<file path="src/rtl/cprs_acc_sink.sv">
// Frame accumulator for 3:2 compressor {carry,sum} beats.
// Emits saturating ones-count, beat count and overflow flag per frame.
module cprs_acc_sink #(
  parameter int ACC_W = 8,
  parameter int CNT_W = 6
) (
  input  logic             clk,
  input  logic             rstn,
  input  logic             in_valid,
  output logic             in_ready,
  input  logic [1:0]       in_cs,
  input  logic             in_last,
  output logic             out_valid,
  input  logic             out_ready,
  output logic [ACC_W-1:0] out_count,
  output logic [CNT_W-1:0] out_beats,
  output logic             out_sat
);

  typedef enum logic {ACC, HOLD} state_e;

  state_e           state_q, state_d;
  logic [ACC_W-1:0] acc_q, acc_d;
  logic [CNT_W-1:0] cnt_q, cnt_d;
  logic             sat_q, sat_d;
  logic [ACC_W-1:0] ocnt_q, ocnt_d;
  logic [CNT_W-1:0] obeat_q, obeat_d;
  logic             osat_q, osat_d;

  logic             accept;
  logic [ACC_W:0]   acc_ext;
  logic             acc_ovf;
  logic             cnt_full;
  logic [ACC_W-1:0] acc_nxt;
  logic [CNT_W-1:0] cnt_nxt;
  logic             sat_nxt;

  assign in_ready  = (state_q == ACC);
  assign out_valid = (state_q == HOLD);
  assign out_count = ocnt_q;
  assign out_beats = obeat_q;
  assign out_sat   = osat_q;

  assign accept = in_valid & in_ready;

  // in_cs read as an unsigned number is exactly 2*carry + sum
  assign acc_ext  = {1'b0, acc_q}
                  + {{(ACC_W-1){1'b0}}, in_cs};
  assign acc_ovf  = acc_ext[ACC_W];
  assign acc_nxt  = acc_ovf ? '1 : acc_ext[ACC_W-1:0];
  assign cnt_full = &cnt_q;
  assign cnt_nxt  = cnt_full ? cnt_q
                             : cnt_q + CNT_W'(1);
  assign sat_nxt  = sat_q | acc_ovf | cnt_full;

  always_comb begin
    state_d = state_q;
    acc_d   = acc_q;
    cnt_d   = cnt_q;
    sat_d   = sat_q;
    ocnt_d  = ocnt_q;
    obeat_d = obeat_q;
    osat_d  = osat_q;
    unique case (state_q)
      ACC: begin
        if (accept) begin
          if (in_last) begin
            ocnt_d  = acc_nxt;
            obeat_d = cnt_nxt;
            osat_d  = sat_nxt;
            acc_d   = '0;
            cnt_d   = '0;
            sat_d   = 1'b0;
            state_d = HOLD;
          end else begin
            acc_d = acc_nxt;
            cnt_d = cnt_nxt;
            sat_d = sat_nxt;
          end
        end
      end
      HOLD: begin
        if (out_ready) state_d = ACC;
      end
      default: state_d = ACC;
    endcase
  end

  always_ff @(posedge clk) begin
    if (!rstn) begin
      state_q <= ACC;
      acc_q   <= '0;
      cnt_q   <= '0;
      sat_q   <= 1'b0;
      ocnt_q  <= '0;
      obeat_q <= '0;
      osat_q  <= 1'b0;
    end else begin
      state_q <= state_d;
      acc_q   <= acc_d;
      cnt_q   <= cnt_d;
      sat_q   <= sat_d;
      ocnt_q  <= ocnt_d;
      obeat_q <= obeat_d;
      osat_q  <= osat_d;
    end
  end

endmodule

</file>
<file path="config.mk">
export PLATFORM = sky130hd
export DESIGN_NAME = cprs_acc_sink
export DESIGN_NICKNAME = d
export VERILOG_FILES = /design/src/rtl/cprs_acc_sink.sv
export SDC_FILE = /design/constraint.sdc
export NUM_CORES = 1
export LEC_CHECK = 0
export CORE_ASPECT_RATIO = 0.7
export CORE_MARGIN = 4
export CORE_UTILIZATION = 35
export CTS_BUF_LIST = sky130_fd_sc_hd__clkbuf_8 sky130_fd_sc_hd__clkbuf_16
export CTS_CLUSTER_DIAMETER = 80
export CTS_CLUSTER_SIZE = 30
export DETAILED_ROUTE_END_ITERATION = 6
export GPL_TIMING_DRIVEN = 0
export PLACE_DENSITY = 0.64
export SYNTH_ARGS = -nofsm -noshare
export SYNTH_HDL_FRONTEND = slang
export SYNTH_SLANG_ARGS = --single-unit
</file>
<file path="constraint.sdc">
create_clock -name clk -period 2.76 [get_ports clk]
set_input_delay 0.552 -clock clk [delete_from_list [all_inputs] [get_ports clk]]
set_output_delay 0.552 -clock clk [all_outputs]
set_load 0.005 [all_outputs]
</file>
==> impl_metrics.prom, run 1 <==
# TYPE chip_impl_metric gauge
chip_impl_metric{name="grtUsageTotal",unit="%"} 14.10
chip_impl_metric{name="design.portCount",unit=""} 24
chip_impl_metric{name="max_cap_violations",unit=""} 0
chip_impl_info{name="crit_type",value="primary input to flop"} 1
chip_impl_metric{name="leakage",unit="nW"} 0.7021
chip_impl_metric{name="cts_setup_buffers",unit=""} 0
chip_impl_metric{name="start_util",unit="%"} 37.00
chip_impl_metric{name="clk-insertion-delay-late",unit="ns"} 0.28
chip_impl_metric{name="p_total",unit="uW"} 889.9
chip_impl_metric{name="detail_route.iter0.violations",unit=""} 78
chip_impl_metric{name="gp_routability_congestion",unit=""} 0.7658
chip_impl_metric{name="placed_area",unit="um^2"} 1782
chip_impl_info{name="worstSetupStartpointType",value="primary input"} 1
chip_impl_metric{name="synth.avg_cell_area",unit="um^2"} 8.351
chip_impl_metric{name="number_of_instances_on_the_worst_hold_path",unit=""} 2
chip_impl_metric{name="clk_path_buf_depth",unit=""} 2
chip_impl_metric{name="final_number_of_setup_violating_endpoints",unit=""} 0
chip_impl_info{name="setup_repair_after_global_routing_missed_its_margin",value="false"} 1
chip_impl_metric{name="post_synth_instance_area",unit="um^2"} 1486
chip_impl_metric{name="overflow_left_after_global_routing",unit=""} 0
chip_impl_metric{name="cts_inserted_buffers",unit=""} 5
chip_impl_metric{name="flow.area_growth_from_synthesis",unit="%"} 25.08
chip_impl_metric{name="vias_per_cell",unit=""} 5.224
chip_impl_metric{name="synth-warning-count",unit=""} 0
chip_impl_metric{name="max_slew.worst_pin.slew",unit="ns"} 0.5101
chip_impl_metric{name="num-fill-cells",unit=""} 411
chip_impl_metric{name="insertedDiodeCount",unit=""} 0
chip_impl_info{name="cts_tree",value="built"} 1
chip_impl_info{name="r2r-start",value="acc_q[0]$_SDFFE_PN0P_"} 1
chip_impl_metric{name="final-max-slew-violation-count",unit=""} 0
chip_impl_metric{name="pwr_density_cell",unit="nW/um^2"} 478.6
chip_impl_metric{name="rr_worst_depth",unit=""} 8
chip_impl_metric{name="grt_pass1_wl",unit="um"} 5996
chip_impl_metric{name="routed-via-count",unit=""} 1353
chip_impl_metric{name="routedWlPerCell",unit="um"} 13.94
chip_impl_info{name="outcome",value="finished clean"} 1
chip_impl_metric{name="dp_hpwl",unit="um"} 2701
chip_impl_info{name="cts-root-buf",value="sky130_fd_sc_hd__clkbuf_8"} 1
chip_impl_metric{name="synth.lib_cells_used.distinct",unit=""} 38
chip_impl_metric{name="buffer_ports.inserted",unit=""} 23
chip_impl_metric{name="floorplan.die.height",unit="um"} 62.53
chip_impl_metric{name="synth.yosys.seq_area_share",unit="%"} 41.75
chip_impl_metric{name="finish.instance_area",unit="um^2"} 1859
chip_impl_metric{name="fp-row-count",unit=""} 19
chip_impl_metric{name="finalHoldViolCount",unit=""} 0
chip_impl_metric{name="number_of_antenna_violations_at_the_first_check_in_global_routing",unit=""} 0
chip_impl_metric{name="pin_count_of_the_biggest_net_entering_global_routing",unit=""} 11
chip_impl_metric{name="clock_tree.htree_level_count",unit=""} 2
chip_impl_metric{name="fin_crit_sh",unit="%"} 92.51
chip_impl_metric{name="clk_pin_slew_worst_paths",unit="ns"} 0.06
chip_impl_metric{name="ant_nets",unit=""} 0
chip_impl_metric{name="num-nets-final",unit=""} 219
chip_impl_metric{name="worst-endpoint-required",unit="ns"} 2.98
chip_impl_metric{name="skew",unit="ns"} 0.003810
chip_impl_info{name="timing.critical_path.from",value="in_cs[0]"} 1
chip_impl_metric{name="remaining_drc_errors",unit=""} 0
chip_impl_info{name="hold_path.class",value="flop to flop"} 1
chip_impl_metric{name="dieWidth",unit="um"} 85.89
chip_impl_info{name="hold_start",value="sat_q$_SDFFE_PN0P_"} 1
chip_impl_metric{name="fmax",unit="MHz"} 391.7
chip_impl_metric{name="route.final.wire_length",unit="um"} 3610
chip_impl_metric{name="core_region_area",unit="um^2"} 4018
chip_impl_metric{name="fraction_of_final_layout_cells_with_drive_strength_greater_than_1",unit="%"} 7.246
chip_impl_info{name="setup.worst_path.end_class",value="flop"} 1
chip_impl_metric{name="period_needed",unit="ns"} 2.553
chip_impl_metric{name="slew_headroom",unit="%"} 66.00
chip_impl_metric{name="cp.arrival",unit="ns"} 2.78
chip_impl_metric{name="vdd_ir_drop_max",unit="mV"} 0.2676
chip_impl_metric{name="first_global_vias",unit=""} 1262
chip_impl_metric{name="synth_nets",unit=""} 189
chip_impl_metric{name="cts.sink_count",unit=""} 31
chip_impl_metric{name="critPathMaxFanout",unit=""} 7
chip_impl_metric{name="dieArea",unit="um^2"} 5370
chip_impl_metric{name="post_synth_inst_count",unit=""} 178
chip_impl_metric{name="drt_pass1_iterations",unit=""} 4
chip_impl_metric{name="synth_seq_cells",unit=""} 31
metal layers:
| layer | vias up | share of wire [%] | routed length [um] | GRT usage (%) |
|---|---|---|---|---|
| met5 | - | 0 | 0 | 0 |
| li1 | 693 | - | - | - |
| met4 | 0 | 1.6 | 57 | 5.336 |
| met1 | 601 | 54 | 1937 | 21.75 |
| met2 | 51 | 36 | 1316 | 17.40 |
| met3 | 8 | 8.3 | 298 | 4.611 |
cell type report:
type	count	area, um^2	share of cell area (%)
clock inverters	1	3.754	0.2019
plain buffers	11	57.56	3.096
multi-input cells	125	772.0	41.52
inverters	11	41.29	2.221
repair buffers	23	230.2	12.38
well taps	52	65.06	3.499
clock buffers	5	68.82	3.701
flip-flops and latches	31	620.6	33.38
through the flow:
stage	TNS [ns]	setup slack, ns	hold slack (ns)	cells	util (%)
CTS	0	0.08889	0.4522	259	46.15
detailed placement	-0.9723	-0.2079	0.4449	253	44.35
global placement	-0.9162	-0.1857	0.4396	253	44.35
floorplan	0	0.5296	0.4240	178	-
finish	0	0.2068	0.4480	259	46.28
global route	0	0.1132	0.4747	259	46.28
timing repair:
item,4_1_cts,5_1_grt
setup endpoints to repair,0,5
gates resized for setup,0,1
endpoints found under the hold margin,0,0
hold buffers,0,0
cell usage in the layout, fill, tap and decap left out, types with 2 or more instances in the layout:
cell type / netlist / layout
sky130_fd_sc_hd__xnor2_1: 5 / 5
sky130_fd_sc_hd__nand2_1: 16 / 16
sky130_fd_sc_hd__o211ai_1: 2 / 2
sky130_fd_sc_hd__nand3_1: 11 / 11
sky130_fd_sc_hd__ha_1: 3 / 3
sky130_fd_sc_hd__clkdlybuf4s50_1: 0 / 23
sky130_fd_sc_hd__clkbuf_8: 0 / 5
sky130_fd_sc_hd__nor2b_1: 2 / 2
sky130_fd_sc_hd__nor3_1: 8 / 7
sky130_fd_sc_hd__nor2_1: 9 / 9
sky130_fd_sc_hd__mux2i_1: 3 / 3
sky130_fd_sc_hd__o221a_1: 2 / 2
sky130_fd_sc_hd__a21oi_1: 14 / 14
sky130_fd_sc_hd__a31oi_1: 10 / 10
sky130_fd_sc_hd__o31ai_1: 2 / 2
sky130_fd_sc_hd__o22ai_1: 2 / 2
sky130_fd_sc_hd__inv_1: 11 / 12
sky130_fd_sc_hd__o21ai_0: 15 / 15
sky130_fd_sc_hd__clkbuf_1: 5 / 5
sky130_fd_sc_hd__nand2b_1: 5 / 5
sky130_fd_sc_hd__buf_2: 4 / 4
sky130_fd_sc_hd__dfxtp_1: 31 / 31
report_power, final:
group | internal, mW | total, mW | switching, mW | leakage [nW]
combinational | 0.0484 | 0.103 | 0.0545 | 0.409
clock | 0.164 | 0.317 | 0.153 | 0.0413
sequential | 0.461 | 0.470 | 0.00870 | 0.252
Yosys cell counts (all sizes together):
master	instances	share of area [%]
a31oi	10	4.2
a41oi	1	0.59
and4b	1	0.67
a211oi	1	0.51
ha	3	2.5
nor2b	2	0.84
a21o	1	0.51
and4	1	0.59
nand3b	1	1.3
and3	1	0.42
nor4	1	0.42
o221a	3	2.3
mux2i	3	2.0
inv	11	2.8
or3	1	0.42
xor2	1	0.59
nand4	1	0.42
o22ai	2	0.84
xnor2	5	2.9
o21ai	15	5.1
fa	1	1.3
a22oi	1	0.51
nand2b	5	2.1
nor3	8	2.7
clkbuf	5	1.3
or2	1	0.42
o31ai	2	1.0
buf	6	2.6
nand3	11	3.7
nor2	9	2.3
nand2	16	4.0
a21oi	14	4.7
o211ai	2	1.0
dfxtp	31	42
a311oi	1	0.59
cell families after synthesis:
group / share of synthesized area [%]
mux: 2.020
buf+inv: 6.650
simple gates: 20.37
xor+xnor: 3.535
compound gates: 21.80
flops: 41.75
fa+ha+maj: 3.872
state kept, by name (all words and copies together), names as in the netlist:
| register | cells |
|---|---|
| out_valid | 1 |
| out_beats | 6 |
| out_count | 8 |
| sat_q | 1 |
| acc_q | 8 |
| cnt_q | 6 |
| out_sat | 1 |
worst paths after layout:
kind	to	slack (ns)
min	sat_q$_SDFFE_PN0P_	0.45
min reg2reg	sat_q$_SDFFE_PN0P_	0.45
max reg2reg	acc_q[2]$_SDFFE_PN0P_	0.61
max	acc_q[2]$_SDFFE_PN0P_	0.21
critical path, stage by stage:
cell and delay, ns:
sky130_fd_sc_hd__clkdlybuf4s50_1 0.46, sky130_fd_sc_hd__ha_1 0.16, sky130_fd_sc_hd__inv_1 0.05, sky130_fd_sc_hd__fa_1 0.47, sky130_fd_sc_hd__nand3b_4 0.22, sky130_fd_sc_hd__or3_1 0.37
sky130_fd_sc_hd__buf_6 0.14, sky130_fd_sc_hd__a31oi_1 0.16, sky130_fd_sc_hd__o221a_1 0.19
Note: power is estimated with default switching activity, not from simulation.
==> inputs of run 2 (changes only) <==
--- a/config.mk
+++ b/config.mk
@@ -13,7 +13,9 @@
 export CTS_CLUSTER_SIZE = 30
 export DETAILED_ROUTE_END_ITERATION = 6
 export GPL_TIMING_DRIVEN = 0
+export HOLD_SLACK_MARGIN = 0.12
 export PLACE_DENSITY = 0.64
+export RECOVER_POWER = 25
 export SYNTH_ARGS = -nofsm -noshare
 export SYNTH_HDL_FRONTEND = slang
 export SYNTH_SLANG_ARGS = --single-unit
==> run 2 against run 1 <==
Effect of this change: worst setup slack about the same; combinational power about the same; count of clock-buffer cells in the layout unchanged; highest routed layer unchanged.
==> impl_metrics.prom, run 2 (same netlist as run 1, synthesis figures left out) <==
# TYPE chip_impl_metric gauge
chip_impl_info{name="outcome",value="finished clean"} 1
chip_impl_metric{name="worst-endpoint-required",unit="ns"} 2.98
chip_impl_metric{name="footprint_of_the_multi_input_gates",unit="um^2"} 772.0
chip_impl_metric{name="fp-row-count",unit=""} 19
chip_impl_metric{name="routing_usage_on_met1",unit="%"} 21.75
chip_impl_metric{name="fmax",unit="MHz"} 391.6
chip_impl_metric{name="floorplan.die.height",unit="um"} 62.53
chip_impl_metric{name="final-max-slew-violation-count",unit=""} 0
chip_impl_metric{name="cp.arrival",unit="ns"} 2.78
chip_impl_metric{name="buffer_ports.inserted",unit=""} 23
chip_impl_metric{name="worstSetupPathDepth",unit=""} 9
chip_impl_metric{name="vias_per_cell",unit=""} 5.216
chip_impl_metric{name="number_of_antenna_violations_at_the_first_check_in_global_routing",unit=""} 0
chip_impl_metric{name="groute.layer.met2.usage",unit="%"} 17.40
chip_impl_info{name="cts-root-buf",value="sky130_fd_sc_hd__clkbuf_8"} 1
chip_impl_metric{name="pwr_density_cell",unit="nW/um^2"} 477.4
chip_impl_metric{name="dp_hpwl",unit="um"} 2701
chip_impl_metric{name="clk-insertion-delay-late",unit="ns"} 0.28
chip_impl_metric{name="drt_pass1_iterations",unit=""} 4
chip_impl_metric{name="dieWidth",unit="um"} 85.89
chip_impl_info{name="hold_path.class",value="flop to flop"} 1
chip_impl_metric{name="setup_tns",unit="ns"} 0
chip_impl_metric{name="p_total",unit="uW"} 887.7
chip_impl_metric{name="rr_worst_depth",unit=""} 8
chip_impl_metric{name="post-route-util",unit="%"} 46.28
chip_impl_metric{name="cts_setup_buffers",unit=""} 0
chip_impl_metric{name="first_global_vias",unit=""} 1262
chip_impl_metric{name="preCtsSetupSlack",unit="ns"} -0.2079
chip_impl_metric{name="fraction_of_final_layout_cells_with_drive_strength_greater_than_1",unit="%"} 7.246
chip_impl_metric{name="core_region_area",unit="um^2"} 4018
chip_impl_metric{name="finalHoldViolCount",unit=""} 0
chip_impl_metric{name="finalHoldWorstSlack",unit="ns"} 0.4480
chip_impl_metric{name="register_area",unit="um^2"} 620.6
chip_impl_metric{name="critPathMaxFanout",unit=""} 7
chip_impl_info{name="commonest_cells_after_routing_fill_and_taps_aside",value="31 x sky130_fd_sc_hd__dfxtp_1, 16 x sky130_fd_sc_hd__nand2_1, 15 x sky130_fd_sc_hd__o21ai_0"} 1
chip_impl_metric{name="overflow_left_after_global_routing",unit=""} 0
chip_impl_metric{name="routed-via-count",unit=""} 1351
chip_impl_info{name="critical-path-top-delay-family",value="buffers and inverters"} 1
chip_impl_info{name="worstSetupStartpointType",value="primary input"} 1
chip_impl_info{name="cts_tree",value="built"} 1
chip_impl_metric{name="met3_usage",unit="%"} 4.611
chip_impl_info{name="path_cells",value="clkdlybuf4s50_1 -> ha_1 -> inv_1 -> fa_1 -> nand3b_4 -> or3_1 -> buf_6 -> a31oi_1 -> o221a_1"} 1
chip_impl_metric{name="max_cap_violations",unit=""} 0
chip_impl_metric{name="ant_nets",unit=""} 0
chip_impl_metric{name="detail_route.iter0.violations",unit=""} 73
chip_impl_metric{name="gp_routability_congestion",unit=""} 0.7658
chip_impl_metric{name="routedWlPerCell",unit="um"} 13.95
chip_impl_metric{name="num-nets-final",unit=""} 219
chip_impl_metric{name="clock_tree.htree_level_count",unit=""} 2
chip_impl_metric{name="timing.final.ws_setup",unit="ns"} 0.2066
chip_impl_metric{name="grtUsageTotal",unit="%"} 14.10
chip_impl_metric{name="flow.area_growth_from_synthesis",unit="%"} 25.08
chip_impl_metric{name="clk_path_buf_depth",unit=""} 2
chip_impl_metric{name="critical-path-max-stage-delay",unit="ns"} 0.47
chip_impl_metric{name="number_of_instances_on_the_worst_hold_path",unit=""} 2
chip_impl_metric{name="slew_headroom",unit="%"} 66.54
chip_impl_metric{name="max_slew.worst_pin.slew",unit="ns"} 0.5019
chip_impl_metric{name="crit_buf_inv",unit=""} 3
chip_impl_metric{name="leakage",unit="nW"} 0.7384
chip_impl_metric{name="route.final.wire_length",unit="um"} 3613
chip_impl_metric{name="design.portCount",unit=""} 24
chip_impl_metric{name="num-fill-cells",unit=""} 411
chip_impl_metric{name="clk_pin_slew_worst_paths",unit="ns"} 0.06
chip_impl_info{name="crit_type",value="primary input to flop"} 1
chip_impl_metric{name="pin_count_of_the_biggest_net_entering_global_routing",unit=""} 11
chip_impl_metric{name="insertedDiodeCount",unit=""} 0
chip_impl_metric{name="dieArea",unit="um^2"} 5370
chip_impl_metric{name="cts.sink_count",unit=""} 31
chip_impl_info{name="setup_repair_after_global_routing_missed_its_margin",value="false"} 1
chip_impl_metric{name="skew",unit="ns"} 0.003759
chip_impl_metric{name="cts_inserted_buffers",unit=""} 5
chip_impl_metric{name="start_util",unit="%"} 37.00
chip_impl_metric{name="final_number_of_setup_violating_endpoints",unit=""} 0
chip_impl_metric{name="remaining_drc_errors",unit=""} 0
chip_impl_info{name="grt_most_used_layer",value="met1"} 1
chip_impl_metric{name="fin_crit_sh",unit="%"} 92.52
chip_impl_metric{name="grt_pass1_wl",unit="um"} 5996
chip_impl_info{name="leading_cell_type_in_the_layout_fill_and_taps_excluded",value="sky130_fd_sc_hd__dfxtp_1"} 1
chip_impl_info{name="setup.worst_path.end_class",value="flop"} 1
chip_impl_info{name="timing.critical_path.slowest_stage_cell",value="sky130_fd_sc_hd__fa_1"} 1
chip_impl_metric{name="vdd_ir_drop_max",unit="mV"} 0.2673
chip_impl_metric{name="period_needed",unit="ns"} 2.553
-- run 2: final timing paths --
check	start	to	slack, ns
worst max-delay path	in_cs[0]	acc_q[2]$_SDFFE_PN0P_	0.21
worst min-delay path	sat_q$_SDFFE_PN0P_	sat_q$_SDFFE_PN0P_	0.45
worst max register to register	acc_q[0]$_SDFFE_PN0P_	acc_q[2]$_SDFFE_PN0P_	0.61
worst min register to register	sat_q$_SDFFE_PN0P_	sat_q$_SDFFE_PN0P_	0.45
-- run 2: cell type report --
| type | count | share of cell area [%] |
|---|---|---|
| clock buffers | 5 | 3.701 |
| flip-flops and latches | 31 | 33.38 |
| inverters | 11 | 2.221 |
| clock inverters | 1 | 0.2019 |
| plain buffers | 11 | 3.096 |
| multi-input cells | 125 | 41.52 |
| well taps | 52 | 3.499 |
| repair buffers | 23 | 12.38 |
-- run 2: routing by layer --
layer  part of all wire (%)  vias to the layer above  wire length (um)
met3                    8.2                        8               297
li1                       -                      692                 -
met4                    1.6                        0                57
met2                     36                       51              1309
met5                      0                        -                 0
met1                     54                      600              1948
-- run 2: repair_timing --
item | 4_1_cts | 5_1_grt
hold buffers | 0 | 0
endpoints found under the hold margin | 0 | 0
setup endpoints to repair | 0 | 5
resized for setup | 0 | 1
-- run 2: power by group --
part / internal [mW] / switching (mW)
Combinational: 0.0456 / 0.0545
Clock: 0.164 / 0.154
Sequential: 0.461 / 0.00840
-- run 2: tightest hold or removal path, cell delays in order, from the launching register on --
cell and delay (ns):
sky130_fd_sc_hd__dfxtp_1 0.31, sky130_fd_sc_hd__inv_1 0.05, sky130_fd_sc_hd__a21oi_1 0.05
-- run 2: metrics by stage --
| stage | instance area [um^2] | instances |
|---|---|---|
| global placement | 1782 | 253 |
| finish | 1859 | 259 |
| floorplan | 1486 | 178 |
| detailed placement | 1782 | 253 |
| global route | 1859 | 259 |
| CTS | 1854 | 259 |
==> inputs of run 3 (changes only) <==
--- a/config.mk
+++ b/config.mk
@@ -16,6 +16,7 @@
 export HOLD_SLACK_MARGIN = 0.12
 export PLACE_DENSITY = 0.64
 export RECOVER_POWER = 25
+export SETUP_SLACK_MARGIN = 0.2
 export SYNTH_ARGS = -nofsm -noshare
 export SYNTH_HDL_FRONTEND = slang
 export SYNTH_SLANG_ARGS = --single-unit
==> run 3 against run 2 <==
Effect of this change: fmax up 3.8%; worst hold slack better by 0.0021 ns; wire length is 0.80% higher; flip-flop and latch count stayed put; die area unchanged; global-route usage unchanged; cell area increased by 0.13%; sequential share of layout area about the same; utilization grew 0.062 points; largest cell class unchanged.
==> impl_metrics.prom, run 3 (same netlist as run 1, synthesis figures left out) <==
# TYPE chip_impl_metric gauge
chip_impl_metric{name="critPathMaxFanout",unit=""} 7
chip_impl_info{name="cts_tree",value="built"} 1
chip_impl_metric{name="design.portCount",unit=""} 24
chip_impl_metric{name="finish.instance_area",unit="um^2"} 1862
chip_impl_metric{name="worst-endpoint-required",unit="ns"} 2.99
chip_impl_metric{name="dieWidth",unit="um"} 85.89
chip_impl_metric{name="skew",unit="ns"} 0.003471
chip_impl_metric{name="period_needed",unit="ns"} 2.460
chip_impl_metric{name="timing.final.ws_setup",unit="ns"} 0.3003
chip_impl_metric{name="core_region_area",unit="um^2"} 4018
chip_impl_metric{name="max_slew.worst_pin.slew",unit="ns"} 0.5047
chip_impl_metric{name="vdd_ir_drop_max",unit="mV"} 0.2656
chip_impl_metric{name="gp_routability_congestion",unit=""} 0.7658
chip_impl_metric{name="cts.hold.buffers_added",unit=""} 0
chip_impl_metric{name="instances_no_fill",unit=""} 259
chip_impl_metric{name="remaining_drc_errors",unit=""} 0
chip_impl_metric{name="cts.sink_count",unit=""} 31
chip_impl_metric{name="dieArea",unit="um^2"} 5370
chip_impl_metric{name="register_area",unit="um^2"} 620.6
chip_impl_info{name="timing.critical_path.from",value="in_cs[0]"} 1
chip_impl_metric{name="fp-row-count",unit=""} 19
chip_impl_metric{name="first_global_vias",unit=""} 1262
chip_impl_metric{name="final_number_of_setup_violating_endpoints",unit=""} 0
chip_impl_metric{name="buffer_ports.inserted",unit=""} 23
chip_impl_info{name="worstSetupStartpointType",value="primary input"} 1
chip_impl_info{name="worst_setup_path_endpoint",value="acc_q[2]$_SDFFE_PN0P_"} 1
chip_impl_metric{name="clk_pin_slew_worst_paths",unit="ns"} 0.06
chip_impl_metric{name="clk_path_buf_depth",unit=""} 2
chip_impl_metric{name="timing.reg2reg.setup_slack",unit="ns"} 0.71
chip_impl_metric{name="drt_pass1_iterations",unit=""} 4
chip_impl_metric{name="rr_worst_depth",unit=""} 8
chip_impl_info{name="crit_type",value="primary input to flop"} 1
chip_impl_info{name="cts-root-buf",value="sky130_fd_sc_hd__clkbuf_8"} 1
chip_impl_metric{name="floorplan.die.height",unit="um"} 62.53
chip_impl_info{name="hold_path.class",value="flop to flop"} 1
chip_impl_metric{name="number_of_antenna_violations_at_the_first_check_in_global_routing",unit=""} 0
chip_impl_metric{name="routed-via-count",unit=""} 1357
chip_impl_info{name="path_cells",value="clkdlybuf4s50_1 -> ha_1 -> inv_1 -> fa_2 -> nand3b_4 -> or3_1 -> buf_6 -> a31oi_1 -> o221a_1"} 1
chip_impl_metric{name="slew_headroom",unit="%"} 66.35
chip_impl_metric{name="num-fill-cells",unit=""} 411
chip_impl_metric{name="grtUsageTotal",unit="%"} 14.10
chip_impl_metric{name="p_total",unit="uW"} 888.6
chip_impl_metric{name="placed_area",unit="um^2"} 1782
chip_impl_metric{name="grt_pass1_wl",unit="um"} 5996
chip_impl_metric{name="dp_hpwl",unit="um"} 2701
chip_impl_info{name="timing.critical_path.slowest_stage_cell",value="sky130_fd_sc_hd__clkdlybuf4s50_1"} 1
chip_impl_metric{name="detail_route.iter0.violations",unit=""} 73
chip_impl_metric{name="footprint_of_the_multi_input_gates",unit="um^2"} 774.5
chip_impl_metric{name="finalHoldViolCount",unit=""} 0
chip_impl_metric{name="placed_cells",unit=""} 253
chip_impl_metric{name="max_cap_violations",unit=""} 0
chip_impl_metric{name="finalHoldWorstSlack",unit="ns"} 0.4501
chip_impl_metric{name="critical-path-max-stage-delay",unit="ns"} 0.46
chip_impl_info{name="leading_cell_type_in_the_layout_fill_and_taps_excluded",value="sky130_fd_sc_hd__dfxtp_1"} 1
chip_impl_metric{name="ant_nets",unit=""} 0
chip_impl_metric{name="final-max-slew-violation-count",unit=""} 0
chip_impl_metric{name="clk-insertion-delay-late",unit="ns"} 0.28
chip_impl_metric{name="pin_count_of_the_biggest_net_entering_global_routing",unit=""} 11
chip_impl_info{name="setup_repair_after_global_routing_missed_its_margin",value="false"} 1
chip_impl_metric{name="start_util",unit="%"} 37.00
chip_impl_metric{name="cts_inserted_buffers",unit=""} 5
chip_impl_metric{name="fin_crit_sh",unit="%"} 89.12
chip_impl_metric{name="fmax",unit="MHz"} 406.5
chip_impl_metric{name="cp.arrival",unit="ns"} 2.69
chip_impl_metric{name="vias_per_cell",unit=""} 5.239
chip_impl_metric{name="overflow_left_after_global_routing",unit=""} 0
chip_impl_info{name="setup.worst_path.end_class",value="flop"} 1
chip_impl_metric{name="routedWlPerCell",unit="um"} 14.06
chip_impl_metric{name="flow.area_growth_from_synthesis",unit="%"} 25.25
chip_impl_info{name="outcome",value="finished clean"} 1
chip_impl_metric{name="insertedDiodeCount",unit=""} 0
chip_impl_info{name="reg_to_reg_endpoint",value="acc_q[2]$_SDFFE_PN0P_"} 1
chip_impl_metric{name="preCtsSetupSlack",unit="ns"} -0.2079
chip_impl_metric{name="clock_tree.htree_level_count",unit=""} 2
chip_impl_info{name="r2r-start",value="acc_q[0]$_SDFFE_PN0P_"} 1
chip_impl_metric{name="pwr_density_cell",unit="nW/um^2"} 477.3
chip_impl_metric{name="route.final.wire_length",unit="um"} 3642
chip_impl_metric{name="leakage",unit="nW"} 0.7385
chip_impl_metric{name="num-nets-final",unit=""} 219
chip_impl_info{name="commonest_cells_after_routing_fill_and_taps_aside",value="31 x sky130_fd_sc_hd__dfxtp_1, 16 x sky130_fd_sc_hd__nand2_1, 15 x sky130_fd_sc_hd__o21ai_0"} 1
chip_impl_metric{name="fraction_of_final_layout_cells_with_drive_strength_greater_than_1",unit="%"} 7.729
run 3: area by class of cell:
cell class,instances,share of cell area (%)
Sequential cell,31,33.33
Timing Repair Buffer,23,12.37
Clock inverter,1,0.2016
Tap cell,52,3.495
Clock buffer,5,3.696
Multi-Input combinational cell,125,41.60
Buffer,11,3.091
Inverter,11,2.218
run 3: how the worst min path moves through the flow:
stage / from / end / slack, ns / depth (start not counted)
floorplan: sat_q$_SDFFE_PN0P_ / sat_q$_SDFFE_PN0P_ / 0.42 / 2
global placement: sat_q$_SDFFE_PN0P_ / sat_q$_SDFFE_PN0P_ / 0.44 / 2
detailed placement: sat_q$_SDFFE_PN0P_ / sat_q$_SDFFE_PN0P_ / 0.44 / 2
CTS: sat_q$_SDFFE_PN0P_ / sat_q$_SDFFE_PN0P_ / 0.45 / 2
global route: sat_q$_SDFFE_PN0P_ / sat_q$_SDFFE_PN0P_ / 0.47 / 2
finish: sat_q$_SDFFE_PN0P_ / sat_q$_SDFFE_PN0P_ / 0.45 / 2
run 3: metrics by stage:
step                      setup TNS (ns)  util, %
final                                  0    46.34
after global routing                   0    46.34
after CTS                              0    46.28
after detailed placement         -0.9723    44.35
after global placement           -0.9162    44.35
after floorplan                        0        -
run 3: per-layer routing:
layer | vias up | share of wire (%) | track usage, % | routed length (um)
met5 | - | 0 | 0 | 0
met4 | 0 | 1.6 | 5.336 | 57
met3 | 8 | 6.6 | 4.611 | 240
met2 | 43 | 36 | 17.40 | 1314
met1 | 616 | 56 | 21.75 | 2029
li1 | 690 | - | - | -
run 3: power breakdown:
group          internal (mW)  switching [mW]  total (mW)
sequential             0.461         0.00848       0.470
combinational         0.0462          0.0548       0.101
clock                  0.164           0.154       0.318
total                  0.671           0.217       0.889
run 3: critical path: cells and delay by family:
kind	cells	cell delay, ns
buffers and inverters	3	0.67
adders and majority gates	2	0.55
AOI/OAI and AO/OA	2	0.35
and+or+nand+nor	2	0.57
run 3: what timing repair did:
action / CTS / global route
endpoints found under the setup margin: 6 / 5
resized for setup: 1 / 1
pin swaps: 0 / 0
cloned: 0 / 0
setup buffers: 0 / 0
